**src/rtl/uart_pkg.sv**
```systemverilog
// uart_pkg: shared constants, state enums and frame helper for uart_link.
// Optional build macro: UART_PARITY_EN adds an even-parity bit to the frame.
package uart_pkg;

  localparam int unsigned CLKS_PER_BIT_DEFAULT = 434;
  localparam int unsigned CNT_W = 16;

  localparam logic IDLE_LEVEL  = 1'b1;
  localparam logic START_LEVEL = 1'b0;

`ifdef UART_PARITY_EN
  localparam int unsigned FRAME_BITS = 11;
`else
  localparam int unsigned FRAME_BITS = 10;
`endif

  typedef enum logic [2:0] {
    S_LO,
    S_HI,
    S_ARMED,
    S_BUSY,
    S_DONE
  } tx_state_t;

  typedef enum logic [2:0] {
    R_IDLE,
    R_START,
    R_DATA,
    R_PARITY,
    R_STOP,
    R_WAIT
  } rx_state_t;

  // Line level for frame position idx: start, data LSB first, optional parity, stop.
  function automatic logic frame_bit(input logic [7:0] d, input logic [3:0] idx);
    logic b;
    if (idx == 4'd0) b = START_LEVEL;
    else if (idx <= 4'd8) b = d[3'(idx - 4'd1)];
`ifdef UART_PARITY_EN
    else if (idx == 4'd9) b = ^d;
`endif
    else b = IDLE_LEVEL;
    return b;
  endfunction

endpackage

```
**src/rtl/uart_link_if.sv**
```systemverilog
// uart_link_if: board-side pins of uart_link (keys, switches, serial lines, LEDs).
interface uart_link_if;
  logic [1:0] KEY;
  logic [3:0] SW;
  logic       tx;
  logic       rx;
  logic [7:0] LED;

  modport master (output KEY, output SW, output rx, input tx, input LED);
  modport slave  (input KEY, input SW, input rx, output tx, output LED);
endinterface

```
**src/rtl/uart_rx.sv**
```systemverilog
// uart_rx: 8N1 receiver (even parity with UART_PARITY_EN); shows last good byte.
module uart_rx
  import uart_pkg::*;
#(
  parameter int unsigned CLKS_PER_BIT = CLKS_PER_BIT_DEFAULT
) (
  input  logic       clk,
  input  logic       rst_n,
  input  logic       rx,
  output logic [7:0] led
);

  localparam logic [CNT_W-1:0] LAST_CNT = CNT_W'(CLKS_PER_BIT - 1);
  localparam logic [CNT_W-1:0] HALF_CNT = CNT_W'(CLKS_PER_BIT / 2 - 1);

  rx_state_t        state, state_nx;
  logic [CNT_W-1:0] cnt, cnt_nx;
  logic [2:0]       bit_idx, bit_nx;
  logic [7:0]       shreg, shreg_nx;
  logic [7:0]       led_nx;
  logic             rx_s1, rx_s2;
`ifdef UART_PARITY_EN
  logic             par_ok, par_ok_nx;
`endif

  // Two-flop synchronizer for the asynchronous serial input.
  always_ff @(posedge clk or negedge rst_n) begin
    if (!rst_n) begin
      rx_s1 <= IDLE_LEVEL;
      rx_s2 <= IDLE_LEVEL;
    end else begin
      rx_s1 <= rx;
      rx_s2 <= rx_s1;
    end
  end

  // Receiver state and datapath registers.
  always_ff @(posedge clk or negedge rst_n) begin
    if (!rst_n) begin
      state   <= R_IDLE;
      cnt     <= '0;
      bit_idx <= '0;
      shreg   <= '0;
      led     <= '0;
`ifdef UART_PARITY_EN
      par_ok  <= 1'b0;
`endif
    end else begin
      state   <= state_nx;
      cnt     <= cnt_nx;
      bit_idx <= bit_nx;
      shreg   <= shreg_nx;
      led     <= led_nx;
`ifdef UART_PARITY_EN
      par_ok  <= par_ok_nx;
`endif
    end
  end

  // Next-state: mid-start check, per-bit sampling, stop/parity validation.
  always_comb begin
    state_nx = state;
    cnt_nx   = cnt;
    bit_nx   = bit_idx;
    shreg_nx = shreg;
    led_nx   = led;
`ifdef UART_PARITY_EN
    par_ok_nx = par_ok;
`endif
    case (state)
      R_IDLE: begin
        if (rx_s2 == START_LEVEL) begin
          state_nx = R_START;
          cnt_nx   = '0;
        end
      end
      R_START: begin
        if (cnt == HALF_CNT) begin
          cnt_nx = '0;
          bit_nx = '0;
          state_nx = (rx_s2 == IDLE_LEVEL) ? R_IDLE : R_DATA;
        end else cnt_nx = cnt + CNT_W'(1);
      end
      R_DATA: begin
        if (cnt == LAST_CNT) begin
          cnt_nx   = '0;
          shreg_nx = {rx_s2, shreg[7:1]};
          if (bit_idx == 3'd7) begin
`ifdef UART_PARITY_EN
            state_nx = R_PARITY;
`else
            state_nx = R_STOP;
`endif
          end else bit_nx = bit_idx + 3'd1;
        end else cnt_nx = cnt + CNT_W'(1);
      end
`ifdef UART_PARITY_EN
      R_PARITY: begin
        if (cnt == LAST_CNT) begin
          cnt_nx    = '0;
          par_ok_nx = ((^shreg) == rx_s2);
          state_nx  = R_STOP;
        end else cnt_nx = cnt + CNT_W'(1);
      end
`endif
      R_STOP: begin
        if (cnt == LAST_CNT) begin
          cnt_nx = '0;
          if (rx_s2 == IDLE_LEVEL) begin
            state_nx = R_IDLE;
`ifdef UART_PARITY_EN
            if (par_ok) led_nx = shreg;
`else
            led_nx = shreg;
`endif
          end else state_nx = R_WAIT;
        end else cnt_nx = cnt + CNT_W'(1);
      end
      R_WAIT: begin
        if (rx_s2 == IDLE_LEVEL) state_nx = R_IDLE;
      end
      default: state_nx = R_IDLE;
    endcase
  end

endmodule

```
**src/rtl/uart_link.sv**
```systemverilog
// uart_link: key-driven nibble loader and UART transmitter plus receiver.
// Optional build macro: UART_PARITY_EN (even parity on transmit and receive).
module uart_link
  import uart_pkg::*;
#(
  parameter int unsigned CLKS_PER_BIT = CLKS_PER_BIT_DEFAULT
) (
  input logic        CLOCK_50,
  input logic        rst_n,
  uart_link_if.slave link
);

  localparam logic [CNT_W-1:0] LAST_CNT = CNT_W'(CLKS_PER_BIT - 1);
  localparam logic [3:0]       LAST_BIT = 4'(FRAME_BITS - 1);

  logic [1:0]       key_s1, key_s2, key_d;
  logic             load_ev_c, step_ev_c;
  tx_state_t        state, state_nx;
  logic [7:0]       data, data_nx;
  logic [3:0]       bit_idx, bit_nx;
  logic [CNT_W-1:0] cnt, cnt_nx;
  logic             tx_q, tx_nx;
  logic [7:0]       led;

  // Key synchronizer plus one delay stage for falling-edge detection.
  always_ff @(posedge CLOCK_50 or negedge rst_n) begin
    if (!rst_n) begin
      key_s1 <= 2'b11;
      key_s2 <= 2'b11;
      key_d  <= 2'b11;
    end else begin
      key_s1 <= link.KEY;
      key_s2 <= key_s1;
      key_d  <= key_s2;
    end
  end

  assign load_ev_c = key_d[1] & ~key_s2[1];
  assign step_ev_c = key_d[0] & ~key_s2[0];

  // Transmit FSM state and serializer registers.
  always_ff @(posedge CLOCK_50 or negedge rst_n) begin
    if (!rst_n) begin
      state   <= S_LO;
      data    <= '0;
      bit_idx <= '0;
      cnt     <= '0;
      tx_q    <= IDLE_LEVEL;
    end else begin
      state   <= state_nx;
      data    <= data_nx;
      bit_idx <= bit_nx;
      cnt     <= cnt_nx;
      tx_q    <= tx_nx;
    end
  end

  // Nibble loading, arming and bit-timed serialization.
  always_comb begin
    state_nx = state;
    data_nx  = data;
    bit_nx   = bit_idx;
    cnt_nx   = cnt;
    tx_nx    = IDLE_LEVEL;
    case (state)
      S_LO: begin
        if (load_ev_c) data_nx[3:0] = link.SW;
        if (step_ev_c) state_nx = S_HI;
      end
      S_HI: begin
        if (load_ev_c) data_nx[7:4] = link.SW;
        if (step_ev_c) state_nx = S_ARMED;
      end
      S_ARMED: begin
        if (step_ev_c) begin
          state_nx = S_BUSY;
          bit_nx   = '0;
          cnt_nx   = '0;
          tx_nx    = START_LEVEL;
        end
      end
      S_BUSY: begin
        tx_nx = tx_q;
        if (cnt == LAST_CNT) begin
          cnt_nx = '0;
          if (bit_idx == LAST_BIT) begin
            state_nx = S_DONE;
            tx_nx    = IDLE_LEVEL;
          end else begin
            bit_nx = bit_idx + 4'd1;
            tx_nx  = frame_bit(data, bit_idx + 4'd1);
          end
        end else cnt_nx = cnt + CNT_W'(1);
      end
      S_DONE: begin
        if (step_ev_c) state_nx = S_LO;
      end
      default: state_nx = S_LO;
    endcase
  end

  uart_rx #(.CLKS_PER_BIT(CLKS_PER_BIT)) u_rx (
    .clk   (CLOCK_50),
    .rst_n (rst_n),
    .rx    (link.rx),
    .led   (led)
  );

  assign link.tx  = tx_q;
  assign link.LED = led;

endmodule

```
**src/flat_wrapper.sv**
```systemverilog
// flat-port wrapper written by rule: the top's interface ports become plain ports
module uart_link_flat import uart_pkg::*;
#(
  parameter int unsigned CLKS_PER_BIT = CLKS_PER_BIT_DEFAULT
)
  (CLOCK_50, rst_n, link_KEY, link_SW, link_rx, link_tx, link_LED);
  uart_link_if link_i ();
  input logic CLOCK_50;
  input logic rst_n;
  input wire logic [$bits(link_i.KEY)-1:0] link_KEY;
  input wire logic [$bits(link_i.SW)-1:0] link_SW;
  input wire logic [$bits(link_i.rx)-1:0] link_rx;
  output wire logic [$bits(link_i.tx)-1:0] link_tx;
  output wire logic [$bits(link_i.LED)-1:0] link_LED;
  assign link_i.KEY = link_KEY;
  assign link_i.SW = link_SW;
  assign link_i.rx = link_rx;
  assign link_tx = link_i.tx;
  assign link_LED = link_i.LED;
  uart_link #(.CLKS_PER_BIT(CLKS_PER_BIT)) u_core (.CLOCK_50(CLOCK_50), .rst_n(rst_n), .link(link_i));
endmodule
```
**config.mk**
```make
export PLATFORM = sky130hd
export DESIGN_NAME = uart_link_flat
export DESIGN_NICKNAME = d
export VERILOG_FILES = /design/src/rtl/uart_pkg.sv /design/src/rtl/uart_link_if.sv /design/src/rtl/uart_rx.sv /design/src/rtl/uart_link.sv /design/src/flat_wrapper.sv
export SDC_FILE = /design/constraint.sdc
export NUM_CORES = 1
export LEC_CHECK = 0
export BUFFER_PORTS_ARGS = -buffer_cell sky130_fd_sc_hd__buf_4
export CAP_MARGIN = 20
export CORE_MARGIN = 2
export CORE_UTILIZATION = 35
export DETAILED_ROUTE_END_ITERATION = 7
export PLACE_DENSITY = 0.59
export SLEW_MARGIN = 20
export SYNTH_ARGS = -nofsm -noshare
export SYNTH_HDL_FRONTEND = slang
export SYNTH_HIERARCHICAL = 1
export SYNTH_SLANG_ARGS = --single-unit
```
**constraint.sdc**
```tcl
create_clock -name CLOCK_50 -period 3.2 [get_ports CLOCK_50]
set_clock_uncertainty 0.2 [all_clocks]
set_input_delay 0.16 -clock CLOCK_50 [delete_from_list [all_inputs] [get_ports CLOCK_50]]
set_output_delay 0.16 -clock CLOCK_50 [all_outputs]
set_load 0.02 [all_outputs]
```
==> results.py <==
metrics = {
    "status": {
        "outcome": "complete, no violations",
    },
    "cells_and_area": {
        "finalInstanceArea_um2": 4630,
        "syn_to_final_growth_pct": 15.8,
        "n_fill_cell": 1059,
        "drive_gt1_frac": 0.167,
        "n_antenna_cell": 0,
        "final_nets": 421,
    },
    "global_routing": {
        "gr-total-overflow": 0,
        "grt_pass1_vias": 2831,
        "grt_pass1_wl_mm": 13.4,
        "antenna_found_initial": 0,
        "grt.total_usage": 0.131,
        "grt_max_degree": 79,
    },
    "logic_synthesis": {
        "netlist_top_cells_area": "dfrtp_1 43%, dfstp_2 5.9%, mux2_1 4.5%",
        "ys_seq_elements": 78,
        "ys_types": 61,
        "synth_warnings": 6,
        "netlist_instances": 380,
        "yosysMostFrequentCell": "dfrtp_1",
        "synth_ff_type": "dfrtp_1",
        "synth.net_count": 399,
        "yosysTopAreaCell": "dfrtp_1",
        "synth_common_cells": "69 x dfrtp_1, 29 x nand2_1, 24 x a21oi_1, 22 x nor2_1, 21 x o21ai_0",
        "async_flop_share": 1.00,
        "seq_area_frac_synth": 0.491,
        "yosysTopAreaCellShare": 0.432,
        "avgSynthCellArea_um2": 10.5,
        "synth_edf_count": 0,
        "synth.cell_area_um2": 4000,
    },
    "route": {
        "vias": 2917,
        "drtPass1Iterations": 4,
        "drc": 0,
        "first_iter_violations": 261,
        "vias_per_cell": 5.30,
        "wire_per_inst_um": 13.7,
        "ant_nets": 0,
        "routed_wl_mm": 7.53,
    },
    "clock_tree": {
        "cts_root_buf": "clkbuf_16",
        "htree_levels": 3,
        "postCtsResizedCells": 0,
        "path_clk_slew_ns": 0.06,
        "numCtsBuffers": 9,
        "cts.sinks": 78,
        "cts_buffer_depth": 2,
        "insertion_delay_ns": 0.33,
        "cts_tree": "done",
    },
    "worst_setup_path": {
        "end_kind": "register",
        "crit_path_max_fanout": 19,
        "cp-start-kind": "register",
        "cp.arrival_ns": 2.62,
        "cp.required_ns": 3.21,
        "crit_type": "register to register",
    },
    "timing": {
        "clock.fmax_mhz": 384,
        "tightestPinTransition_ns": 0.886,
        "finalHoldViolations": 0,
        "layout_min_cycle_time_ns": 2.61,
        "drv_slew": 0,
        "setup_viol": 0,
        "maxSlewHeadroom": 0.409,
        "period_share": 0.815,
        "final.setup.tns_ns": 0,
        "rsz0062_at_grt": "no",
    },
    "power_and_ir_drop": {
        "p_leak_nw": 2.05,
        "ir_drop_mv": 0.315,
        "p_per_area_nw_per_um2": 539,
    },
    "floorplanning": {
        "die_w_um": 111,
        "die_h_um": 111,
        "coreArea_um2": 11300,
        "die-area_um2": 12300,
        "rows": 39,
        "initial_core_util": 0.355,
        "io_pins": 18,
    },
    "hold_path": {
        "worstHoldPathType": "input port to async pin",
    },
    "place": {
        "gp_congestion": 0.823,
        "dpl_cell_area_um2": 4240,
        "port_buffers": 17,
        "dp_hpwl_mm": 4.89,
    },
    "flow_run": {
        "maxCapViolCount": 0,
    },
}
[metal layers]
layer | track usage | vias up | routed length (um)
li1 | - | 1444 | -
met1 | 0.178 | 1432 | 3800
met2 | 0.199 | 35 | 3440
met3 | 0.0361 | 6 | 224
met4 | 0.0492 | 0 | 60
met5 | 0 | - | 0
[cell usage in the layout, fill, tap and decap left out, drive strengths merged, types with 2 or more instances in the layout]
cell and n:
a21o 5, a21oi 24, a22o 3, a31oi 14, a41oi 3, and2 2
and3 8, buf 20, clkbuf 14, clkinv 2, dfrtp 69, dfstp 9
dlygate4sd3 8, ha 10, inv 15, mux2 25, mux2i 4, mux4 2
nand2 29, nand2b 6, nand3 8, nand3b 4, nand4 13, nand4b 3
nor2 23, nor2b 2, nor3 9, nor3b 3, nor4 4, o21ai 29
o22ai 2, o31ai 3, o32ai 2, o41ai 3, or2 3, or3 2
or4 5, or4b 2, xor2 5
[per-stage QoR]
stage          utilization  hold slack (ns)  instances  setup slack, ns  total power, mW
6_report             0.411            0.110        550            0.593             2.49
5_1_grt              0.411            0.134        550            0.436             2.64
4_1_cts              0.408            0.158        549            0.572             2.52
3_5_place_dp         0.376           0.0707        525            0.588             1.54
3_3_place_gp         0.376           0.0689        525            0.647             1.53
2_1_floorplan            -           -0.336        380            0.769             1.44
[critical path, stage by stage, from the launching register on]
cell and delay, ns:
dfrtp_1 0.44, or4_4 0.59, nor4_2 0.40, o32ai_2 0.19, buf_4 0.24, and3_1 0.18, a221o_1 0.25
[final timing paths]
| path | start | to | slack, ns | cells past startpoint |
|---|---|---|---|---|
| setup / recovery | u_core/u_rx/cnt[2]$_DFFE_PN0P_ | u_core/u_rx/cnt[3]$_DFFE_PN0P_ | 0.59 | 6 |
| hold / removal | rst_n | u_core/data[5]$_DFFE_PN0P_ | 0.11 | 2 |
| setup reg to reg | u_core/u_rx/cnt[2]$_DFFE_PN0P_ | u_core/u_rx/cnt[3]$_DFFE_PN0P_ | 0.59 | 6 |
| hold reg to reg | u_core/key_s1[1]$_DFF_PN1_ | u_core/key_s2[1]$_DFF_PN1_ | 0.16 | 0 |
| max in group asynchronous | rst_n | u_core/key_s2[0]$_DFF_PN1_ | 2.07 | 3 |
| min in group CLOCK_50 | u_core/key_s1[1]$_DFF_PN1_ | u_core/key_s2[1]$_DFF_PN1_ | 0.16 | 0 |
[power by group]
| group | internal (mW) | total (mW) | leakage, nW | switching, mW |
|---|---|---|---|---|
| clock network | 0.571 | 0.953 | 0.137 | 0.382 |
| logic | 0.186 | 0.341 | 0.911 | 0.155 |
| registers | 1.09 | 1.20 | 1.01 | 0.112 |
[flip-flops by register name (all words and copies together) (netlist names)]
signal / flops
u_core/cnt: 16
u_core/u_rx/cnt: 16
u_core/data: 8
u_core/u_rx/led: 8
u_core/u_rx/shreg: 8
u_core/bit_idx: 4
u_core/state: 3
u_core/u_rx/bit_idx: 3
u_core/u_rx/state: 3
u_core/key_d: 2
u_core/key_s1: 2
u_core/key_s2: 2
u_core/link.tx: 1
u_core/u_rx/rx_s1: 1
u_core/u_rx/rx_s2: 1
[layout make-up]
type,instances,area [um^2],share of cell area
clock buffer,14,264,0.0570
tap,143,179,0.0387
multi-input combinational,270,1900,0.410
inverter,15,56.3,0.0122
timing repair buffer,28,250,0.0541
sequential,78,1960,0.424
clock inverter,2,17.5,0.00378
[kinds of logic after synthesis]
group	Yosys count	share of synthesized area
and+or+nand+nor	131	0.196
AOI/OAI and AO/OA	92	0.143
DFF	78	0.491
buffers and inverters	32	0.0341
muxes	31	0.0917
adders and majority gates	10	0.0313
xor gates and xnor gates	6	0.0131
[timing repair]
action / 4_1_cts / 5_1_grt
setup buffers: 0 / 0
hold endpoints to repair: 80 / 0
hold buffers: 8 / 0
Note: power is estimated with default switching activity, not from simulation.
